### config.mk
export PLATFORM = sky130hd
export DESIGN_NAME = ps_window_accum
export DESIGN_NICKNAME = d
export VERILOG_FILES = /design/src/rtl/ps_window_accum.sv
export SDC_FILE = /design/constraint.sdc
export NUM_CORES = 1
export LEC_CHECK = 0
export CORE_MARGIN = 1.5
export CORE_UTILIZATION = 54
export DETAILED_ROUTE_END_ITERATION = 8
export PLACE_DENSITY = 0.82
export SLEW_MARGIN = 30
export SYNTH_ARGS = -nofsm -noshare
export SYNTH_HDL_FRONTEND = slang
export SYNTH_SLANG_ARGS = --single-unit
### constraint.sdc
create_clock -name clk -period 5.9 [get_ports clk]
set_input_delay 0.59 -clock clk [delete_from_list [all_inputs] [get_ports clk]]
set_output_delay 0.59 -clock clk [all_outputs]
set_load 0.01 [all_outputs]
### src/rtl/ps_window_accum.sv
// Windowed accumulator for the per-sample power stream: drops warm-up samples,
// sums fixed windows and presents each sum with a threshold flag on valid/ready.
module ps_window_accum #(
  parameter int unsigned data_width = 64,
  parameter int unsigned acc_width  = 80,
  parameter int unsigned win_len    = 256,
  parameter int unsigned warmup     = 2
) (
  input  logic                         clk,
  input  logic                         rst,
  input  logic                         en,
  input  logic signed [data_width-1:0] din,
  input  logic                         din_valid,
  input  logic signed [acc_width-1:0]  threshold,
  output logic signed [acc_width-1:0]  dout,
  output logic                         dout_valid,
  input  logic                         dout_ready,
  output logic                         flag,
  output logic                         ovf
);

  localparam int unsigned CNT_W = (win_len > 2) ? $clog2(win_len) : 1;
  localparam int unsigned WU_W  = (warmup > 0) ? $clog2(warmup + 1) : 1;

  typedef enum logic {
    WARMUP = 1'b0,
    ACCUM  = 1'b1
  } state_e;

  state_e                       state_q;
  logic [WU_W-1:0]              wcnt_q;
  logic [CNT_W-1:0]             cnt_q;
  logic signed [acc_width-1:0]  acc_q;
  logic signed [acc_width-1:0]  dout_q;
  logic                         dout_valid_q;
  logic                         flag_q;
  logic                         ovf_q;

  logic                         accept_c;
  logic                         last_c;
  logic                         out_free_c;
  logic signed [acc_width-1:0]  din_ext_c;
  logic signed [acc_width-1:0]  acc_d;

  // Sample qualification and running sum including the current sample.
  always_comb begin
    accept_c   = din_valid && !en;
    din_ext_c  = acc_width'(din);
    acc_d      = acc_q + din_ext_c;
    last_c     = (state_q == ACCUM) && accept_c && (cnt_q == CNT_W'(win_len - 1));
    out_free_c = !dout_valid_q || dout_ready;
  end

  always_ff @(posedge clk) begin
    if (rst) begin
      state_q      <= (warmup == 0) ? ACCUM : WARMUP;
      wcnt_q       <= '0;
      cnt_q        <= '0;
      acc_q        <= '0;
      dout_q       <= '0;
      dout_valid_q <= 1'b0;
      flag_q       <= 1'b0;
      ovf_q        <= 1'b0;
    end else begin
      // Consumption is honoured even while en holds the datapath.
      if (dout_valid_q && dout_ready) begin
        dout_valid_q <= 1'b0;
      end

      if (accept_c) begin
        case (state_q)
          WARMUP: begin
            wcnt_q <= wcnt_q + WU_W'(1);
            if (wcnt_q == WU_W'(warmup - 1)) begin
              state_q <= ACCUM;
            end
          end
          ACCUM: begin
            if (last_c) begin
              acc_q <= '0;
              cnt_q <= '0;
              // A completed window is either loaded or counted as dropped.
              if (out_free_c) begin
                dout_q       <= acc_d;
                flag_q       <= (acc_d > threshold);
                dout_valid_q <= 1'b1;
              end else begin
                ovf_q <= 1'b1;
              end
            end else begin
              acc_q <= acc_d;
              cnt_q <= cnt_q + CNT_W'(1);
            end
          end
          default: state_q <= ACCUM;
        endcase
      end
    end
  end

  assign dout       = dout_q;
  assign dout_valid = dout_valid_q;
  assign flag       = flag_q;
  assign ovf        = ovf_q;

endmodule

# Word-level counts from Yosys, hierarchy flattened
# Cells that the tools add are included.
dict set report classes {
  n_addsub 3
  n_lt_le_gt_ge 1
  eq_ne 2
  n_mux 9
  n_bitwise 2
  reduce_logical 11
}
# operator n
set ops {}
lappend ops {{adder 80 x 64 -> 80 bit} 1}
lappend ops {{> comparator 80 bit} 1}
lappend ops {{2-to-1 mux 80 bit} 1}
lappend ops {{adder 8 x 1 -> 8 bit (second input constant)} 1}
lappend ops {{== test 8 bit (second input constant)} 1}
lappend ops {{2-to-1 mux 8 bit} 1}
lappend ops {{AND reduction 4 bit} 2}
lappend ops {{2-to-1 mux 1 bit} 7}
lappend ops {{logical AND 1 bit} 4}
lappend ops {{AND reduction 2 bit} 2}
lappend ops {{adder 2 x 1 -> 2 bit (second input constant)} 1}
lappend ops {{== test 2 x 1 -> 1 bit (second input constant)} 1}
lappend ops {{logical NOT 1 bit} 2}
lappend ops {{inverter 1 bit} 2}
lappend ops {{logical OR 1 bit} 1}
dict set report word_totals {
  reg_bits 174
  in_bits 149
  out_inout_bits 83
}

# Logic depth before layout (Yosys ltp)
# Gate-level depths: netlist (run 1).
dict set report logic_depth {
  depth_word 7
  ltp_mapped 23
}

# Least setup slack after synthesis (run 1)
# OpenSTA, ideal clock, no wires.
dict set report synth_timing {
  kind {input to register}
  from {in din[0]}
  to {reg flag_q (netlist: flag)}
  setup_time_ns 0.070
  t_arrival_ns 4.711
  required_ns 5.830
  slack_ns 1.118
  stages 23
  n_path_buf 0
  path_cell_list {ha_1 -> inv_1 -> fa_1 -> nand2b_1 -> a21oi_4 -> o21ai_1 -> a2111oi_2 -> o21ai_1 -> a2111oi_2 -> o21ai_0 -> a21boi_0 -> nor2b_1 -> ha_1 -> nand3_1 -> or3_1 -> nor3_1 -> nand3_1 -> nor2_1 -> a221oi_1 -> o21ai_0 -> xnor2_1 -> nand3_1 -> a21oi_1}
}
dict set report synth_between {
  elab_chain_len 2
}
# item line
set synth_lines {}
lappend synth_lines {{start: declaration} 12} ;# input logic signed [data_width-1:0] din,
lappend synth_lines {{adder 80 x 64 -> 80 bit} 49} ;# acc_d = acc_q + din_ext_c;
lappend synth_lines {{net acc_d[78]} 43} ;# logic signed [acc_width-1:0] acc_d;
lappend synth_lines {{> comparator 80 bit} 85} ;# flag_q <= (acc_d > threshold);
lappend synth_lines {{end signal: assignment} 85}
lappend synth_lines {{end: declaration} 36} ;# logic flag_q;
# The timed path passes the listed nets, and every way through them passes these cells.
# A chain may end at the register's enable or synchronous reset.

# Worst setup path after layout (run 1)
# Ends and elaborated chain as after synthesis.

==> results of run 1 <==
[flip-flops by register name (all words and copies together), names as in the netlist]
register	count
acc_q	80
dout	80
cnt_q	8
wcnt_q	2
dout_valid	1
flag	1
ovf	1
state_q	1
[worst min path at each step]
stage | startpoint | endpoint | slack, ps | depth (start not counted)
finish | dout[15] | dout[15] | 460 | 2
global route | flag | flag | 470 | 2
CTS | dout[73] | dout[73] | 460 | 2
detailed placement | dout[73] | dout[73] | 450 | 2
global placement | dout[13] | dout[13] | 440 | 2
floorplan | acc_q[53] | acc_q[53] | 430 | 2
[per-stage QoR]
| step | TNS, ps | hold WS (ps) | setup WS, ps |
|---|---|---|---|
| after floorplan | 0 | 429 | 1120 |
| after global placement | 0 | 442 | 135 |
| after detailed placement | -142 | 445 | -142 |
| after CTS | 0 | 456 | 208 |
| after global routing | 0 | 470 | 2.88 |
| final | 0 | 455 | 362 |
[metal layers]
| layer | up-vias | GRT usage (%) |
|---|---|---|
| li1 | 6424 | - |
| met3 | 101 | 5.80 |
| met1 | 6233 | 38.9 |
| met4 | 0 | 13.5 |
| met2 | 601 | 56.9 |
| met5 | - | 0 |
[layout by cell type, fill, tap and decap left out, drive strengths merged, types with 7 or more instances in the layout]
master,netlist,layout
xor2,31,31
xnor2,53,53
o21a,21,21
nor3,26,26
a21oi,203,203
a211oi,10,10
and3,14,14
nand3,28,28
a22oi,36,36
dfxtp,174,174
nand4,57,57
nor2,110,110
clkdlybuf4s50,0,230
ha,161,161
nor4,10,10
clkbuf,70,17
nand2,232,232
a21o,64,64
o31ai,7,7
a22o,38,38
o21bai,23,23
buf,12,44
o211ai,8,8
a31oi,12,12
inv,116,125
nor2b,9,9
o21ai,76,76
nand2b,8,8
[worst max-delay path, stage by stage]
cell and delay [ps]:
clkdlybuf4s50_1 470, ha_1 170, inv_1 60, fa_1 400, nand2b_1 220, a21oi_4 190
o21ai_1 140, a2111oi_4 400, o21ai_1 140, a2111oi_2 400, buf_4 180, o21ai_0 130
a21boi_1 210, nor2b_1 90, ha_1 310, nand3_1 90, or3_1 430, nor3_2 250
nand3_1 130, nor2_1 170, a221oi_1 100, o21ai_0 150, xnor2_1 180, nand3_1 110
a21oi_1 190
[final cells by class]
type / instances / area [µm²]
repair buffers: 274 / 2630
multi-input cells: 1302 / 8720
inverters: 117 / 439
clock inverters: 15 / 193
diodes: 1 / 2.50
clock buffers: 17 / 425
well taps: 319 / 399
flip-flops and latches: 174 / 3480
fillers: 1887 / 7180
[cells by family (layout without fill, tap and decap cells)]
logic type | count (synthesis) | after routing
compound gates | 537 | 537
xor+xnor | 84 | 84
flops | 174 | 174
buf+inv | 199 | 423
fa+ha+maj | 162 | 162
mux | 4 | 4
other cells | 0 | 1
simple gates | 515 | 515
[power groups by stage]
stage | Sequential, mW | Clock [mW] | Combinational (mW)
CTS | 1.18 | 1.23 | 0.505
finish | 1.18 | 1.22 | 0.512
global placement | 1.21 | 0 | 0.486
floorplan | 1.21 | 0 | 0.289
detailed placement | 1.21 | 0 | 0.498
global route | 1.18 | 1.28 | 0.561
==> impl_metrics.csv, run 1 <==
group,metric,value,unit
setup_path,critPathCaptureType,"register",
layout,design_area,0.0163,mm²
setup_path,endpoint,"flag",
synth,yosysMostFrequentCell,"nand2_1",
route,wire_per_inst,18.3,µm
pwr,ir_drop,0.226,mV
synth,yosys_warnings,0,
route,wl_met2,19500,µm
placement,dp_hpwl,31200,µm
synth,synth_area_leaders,"dfxtp_1 27%, ha_1 16%, a21oi_1 7.8%, nand2_1 6.7%, a21o_1 3.7%",
synth,synth_compound_area_share,27.4,%
pwr,p_leak,7.02,nW
floorplan,core,0.0235,mm²
synth,synth_top_area_cell,"dfxtp_1",
worst_hold_path,hp-class,"register to register",
synth,synthMuxAreaShare,0.310,%
setup_path,worstSetupPathType,"input port to register",
route,wl_met1,16600,µm
setup_path,r2r-start,"acc_q[0]",
route,first_pass_iters,8,
route,wl_met3,2990,µm
placement,place.gp.congestion,0.954,
clock_network,clockRootBuffer,"clkbuf_16",
layout,nets,2197,
synth,syn_area,0.0129,mm²
layout,area_delta_synth_final,26.2,%
timing,hold_viol,0,
synth,synthFlopType,"dfxtp_1",
synth,synthXorXnorAreaFrac,5.75,%
floorplan,die_area,0.0249,mm²
clock_network,cts_max_level,4,
synth,yosysUniqueCellTypes,70,
synth,synthAdderAreaFrac,15.7,%
synth,synth_seq_cells,174,
layout,fin_util,69.4,%
setup_path,cp_max_fo,3,
clock_network,clk_pin_slew,70,ps
status,status,"complete, no violations",
timing,skew,13.2,ps
synth,async_flop_share,0,%
pwr,combPwrFrac,17.5,%
timing,relSlewSlack,33.5,%
timing,period_share,93.9,%
synth,synth-simple-area-share,18.0,%
clock_network,cts-buffers-inserted,17,
job,maxCapViolations,0,
synth,synth.top_cell.area_share,27.0,%
global_route,grt_max_degree,66,
timing,tightest_slew,995,ps
setup_path,rr_worst_depth,24,
clock_network,clk_path_buf_depth,2,
synth,syn_inst,1675,
pwr,p_int,2.06,mW
pwr,p_seq_share,40.5,%
route,finalWirelength,40500,µm
setup_path,startpoint,"din[0]",
synth,ys_seq_area_share,27.0,%
route,ant_nets,0,
clock_network,cts_tree,"built",
placement,placed_area,0.0157,mm²
setup_path,crit_required,6260,ps
setup_path,crit_arrival,5900,ps
route,drt_iter0_markers,926,
synth,synth.net_count,1986,
floorplan,io_pins,232,
setup_path,reg2reg_to,"flag",
route,vias_per_cell,6.02,
synth,synth_common_cells,"232 x nand2_1, 202 x a21oi_1, 174 x dfxtp_1",
route,route.vias.total,13400,
clock_network,clock_latency,440,ps
floorplan,rows,56,
setup_path,regToRegSetupSlack,630,ps
pwr,p_sw_share,29.3,%
pwr,powerDensity,179,mW/mm²
global_route,first_global_vias,13000,
global_route,antenna_found_initial,1,
route,drc_errors,0,
timing,grt_setup_unrepaired,"no",
global_route,grt_first_pass_wirelength,64000,µm
timing,max_freq,181,MHz
timing,period_minus_slack,5540,ps
pwr,totalPowerFinal,2.92,mW
timing,final-max-slew-violation-count,0,
placement,port_buffers,231,
global_route,grt_util_all_layers,32.4,%
pwr,clkPwrFrac,42.0,%
floorplan,die_h,158,µm
timing,setup_viol,0,
clock_network,cts_resized,0,
pwr,p_switching,0.855,mW
route,top_layer_used,"met4",
clock_network,cts.sink_count,174,
clock_network,post_cts_buffers,0,
synth,avgSynthCellArea,7.71,µm²
layout,drive_above_1_share,5.90,%
clock_network,holdBufCountCts,0,
global_route,grt_overflow_total,0,
floorplan,initial_core_util,55.0,%
setup_path,worstSetupStartpointType,"input port",
floorplan,die_w,158,µm
synth,synth_top_family_by_area,"compound AO/OA/AOI/OAI gates",
synth,synth-edff-count,0,
layout,fin_cells,2219,
placement,dp.cells,2186,
(Power assumes the default switching activity.)
==> run 2: changes to the inputs <==
CORE_MARGIN = 2   (was 1.5)
==> run 2 against run 1 <==
Via count is 0.45% lower. Count of clock-buffer cells in the layout is 1 higher. Sequential share of layout area is 0.074 points higher.
==> impl_metrics.csv, run 2 (synthesis gave the netlist of run 1 again) <==
group,metric,value,unit
pwr,ir_drop,0.164,mV
timing,tightest_slew,904,ps
setup_path,critPathSlowestCell,"a2111oi_2",
timing,hold_viol,0,
job,maxCapViolations,0,
clock_network,cts.sink_count,174,
route,vias_per_cell,6.01,
layout,layout_common_cells,"231 x nand2_1, 230 x clkdlybuf4s50_1, 202 x a21oi_1",
timing,setup_viol,0,
global_route,grt_first_pass_wirelength,64600,µm
pwr,powerDensity,175,mW/mm²
route,drc_errors,0,
timing,grt_setup_unrepaired,"no",
placement,port_buffers,231,
status,status,"complete, no violations",
clock_network,clock_latency,450,ps
route,drt_iter0_markers,1065,
worst_hold_path,holdCritStartpoint,"dout[9]",
layout,area_delta_synth_final,25.7,%
timing,skew,16.4,ps
global_route,first_global_vias,12900,
clock_network,clk_pin_slew,70,ps
route,wire_per_inst,18.2,µm
timing,fin_tns_setup,0,ps
layout,fin_cells,2214,
floorplan,initial_core_util,55.0,%
setup_path,cp_max_fo,3,
setup_path,r2r-start,"acc_q[0]",
floorplan,die_h,159,µm
clock_network,cts_resized,0,
setup_path,cpMostUsedCell,"nand3_1",
floorplan,die_w,159,µm
global_route,antenna_found_initial,1,
worst_hold_path,hp-class,"register to register",
floorplan,core,0.0235,mm²
layout,multiInputGateArea,0.00870,mm²
global_route,grt_max_degree,83,
timing,max_freq,184,MHz
layout,seqCellArea,0.00348,mm²
timing,relSlewSlack,39.7,%
global_route,grt_overflow_total,0,
layout,fill_cells,1972,
floorplan,die_area,0.0252,mm²
clock_network,cts_tree,"built",
route,first_pass_iters,7,
placement,dp_hpwl,31300,µm
setup_path,crit_required,6270,ps
clock_network,cts-buffers-inserted,17,
placement,dp.cells,2180,
setup_path,worstSetupPathType,"input port to register",
floorplan,rows,56,
clock_network,holdBufCountCts,0,
clock_network,clk_path_buf_depth,2,
timing,period_minus_slack,5430,ps
setup_path,worstSetupStartpointType,"input port",
floorplan,io_pins,232,
route,route.vias.total,13300,
setup_path,startpoint,"din[0]",
clock_network,cts_max_level,4,
layout,nets,2192,
route,ant_nets,0,
timing,final-max-slew-violation-count,0,
clock_network,clockRootBuffer,"clkbuf_16",
global_route,grt_util_all_layers,32.2,%
route,finalWirelength,40400,µm
pwr,p_leak,6.98,nW
setup_path,crit_arrival,5800,ps
setup_path,critPathCaptureType,"register",
setup_path,slowest_delay,520,ps
clock_network,post_cts_buffers,0,
layout,drive_above_1_share,5.60,%
layout,layout_commonest_cell,"nand2_1",
placement,place.gp.congestion,0.965,
timing,period_share,92.1,%
[run 2: cell types whose count changed in the layout (fill, tap and decap cells not counted), moves of 2 or more]
cell | previous run | this run
inv_8 | 6 | 4
bufinv_16 | 2 | 0
clkinvlp_4 | 0 | 2
buf_4 | 44 | 37
[run 2: layer usage]
metal / up-vias / GRT usage, % / share of wire [%]
met4: 0 / 10.6 / 2.8
met3: 95 / 4.84 / 6.3
met2: 497 / 56.2 / 48
met1: 6281 / 40.7 / 43
li1: 6426 / - / -
met5: - / 0 / 0
[run 2: where the power goes]
| group | switching, mW | internal (mW) |
|---|---|---|
| clock | 0.582 | 0.575 |
| sequential | 0.00346 | 1.18 |
| combinational | 0.275 | 0.231 |
| total | 0.860 | 1.98 |
[run 2: layout make-up]
| type | instances | area share (%) |
|---|---|---|
| multi-input combinational | 1302 | 53.6 |
| sequential | 174 | 21.4 |
| timing repair buffer | 269 | 16.2 |
| clock buffer | 18 | 2.70 |
| inverter | 117 | 2.70 |
| tap | 319 | 2.46 |
| clock inverter | 14 | 0.894 |
| antenna | 1 | 0.0154 |
[run 2: through the flow]
stage	power (mW)	hold WS, ps	setup slack, ps	util [%]	cell area [µm²]
final	2.84	452	466	69.2	16200
after CTS	2.84	456	516	69.1	16200
after detailed placement	1.70	445	84.9	66.6	15600
after floorplan	1.50	429	1120	-	12900
after global routing	2.95	476	5.65	69.2	16200
after global placement	1.69	442	257	66.6	15600
[run 2: path summary, 6_finish.rpt]
| kind | endpoint | slack, ps | depth (start not counted) |
|---|---|---|---|
| setup / recovery | flag | 470 | 25 |
| hold / removal | dout[9] | 450 | 2 |
| setup reg to reg | flag | 750 | 24 |
| hold reg to reg | dout[9] | 450 | 2 |
[run 2: worst max-delay path: cells and delay by family]
kind | cells | cell delay, ps
simple gates | 8 | 1450
xor+xnor | 1 | 140
compound gates | 10 | 2010
fa+ha+maj | 3 | 890
buf+inv | 3 | 710
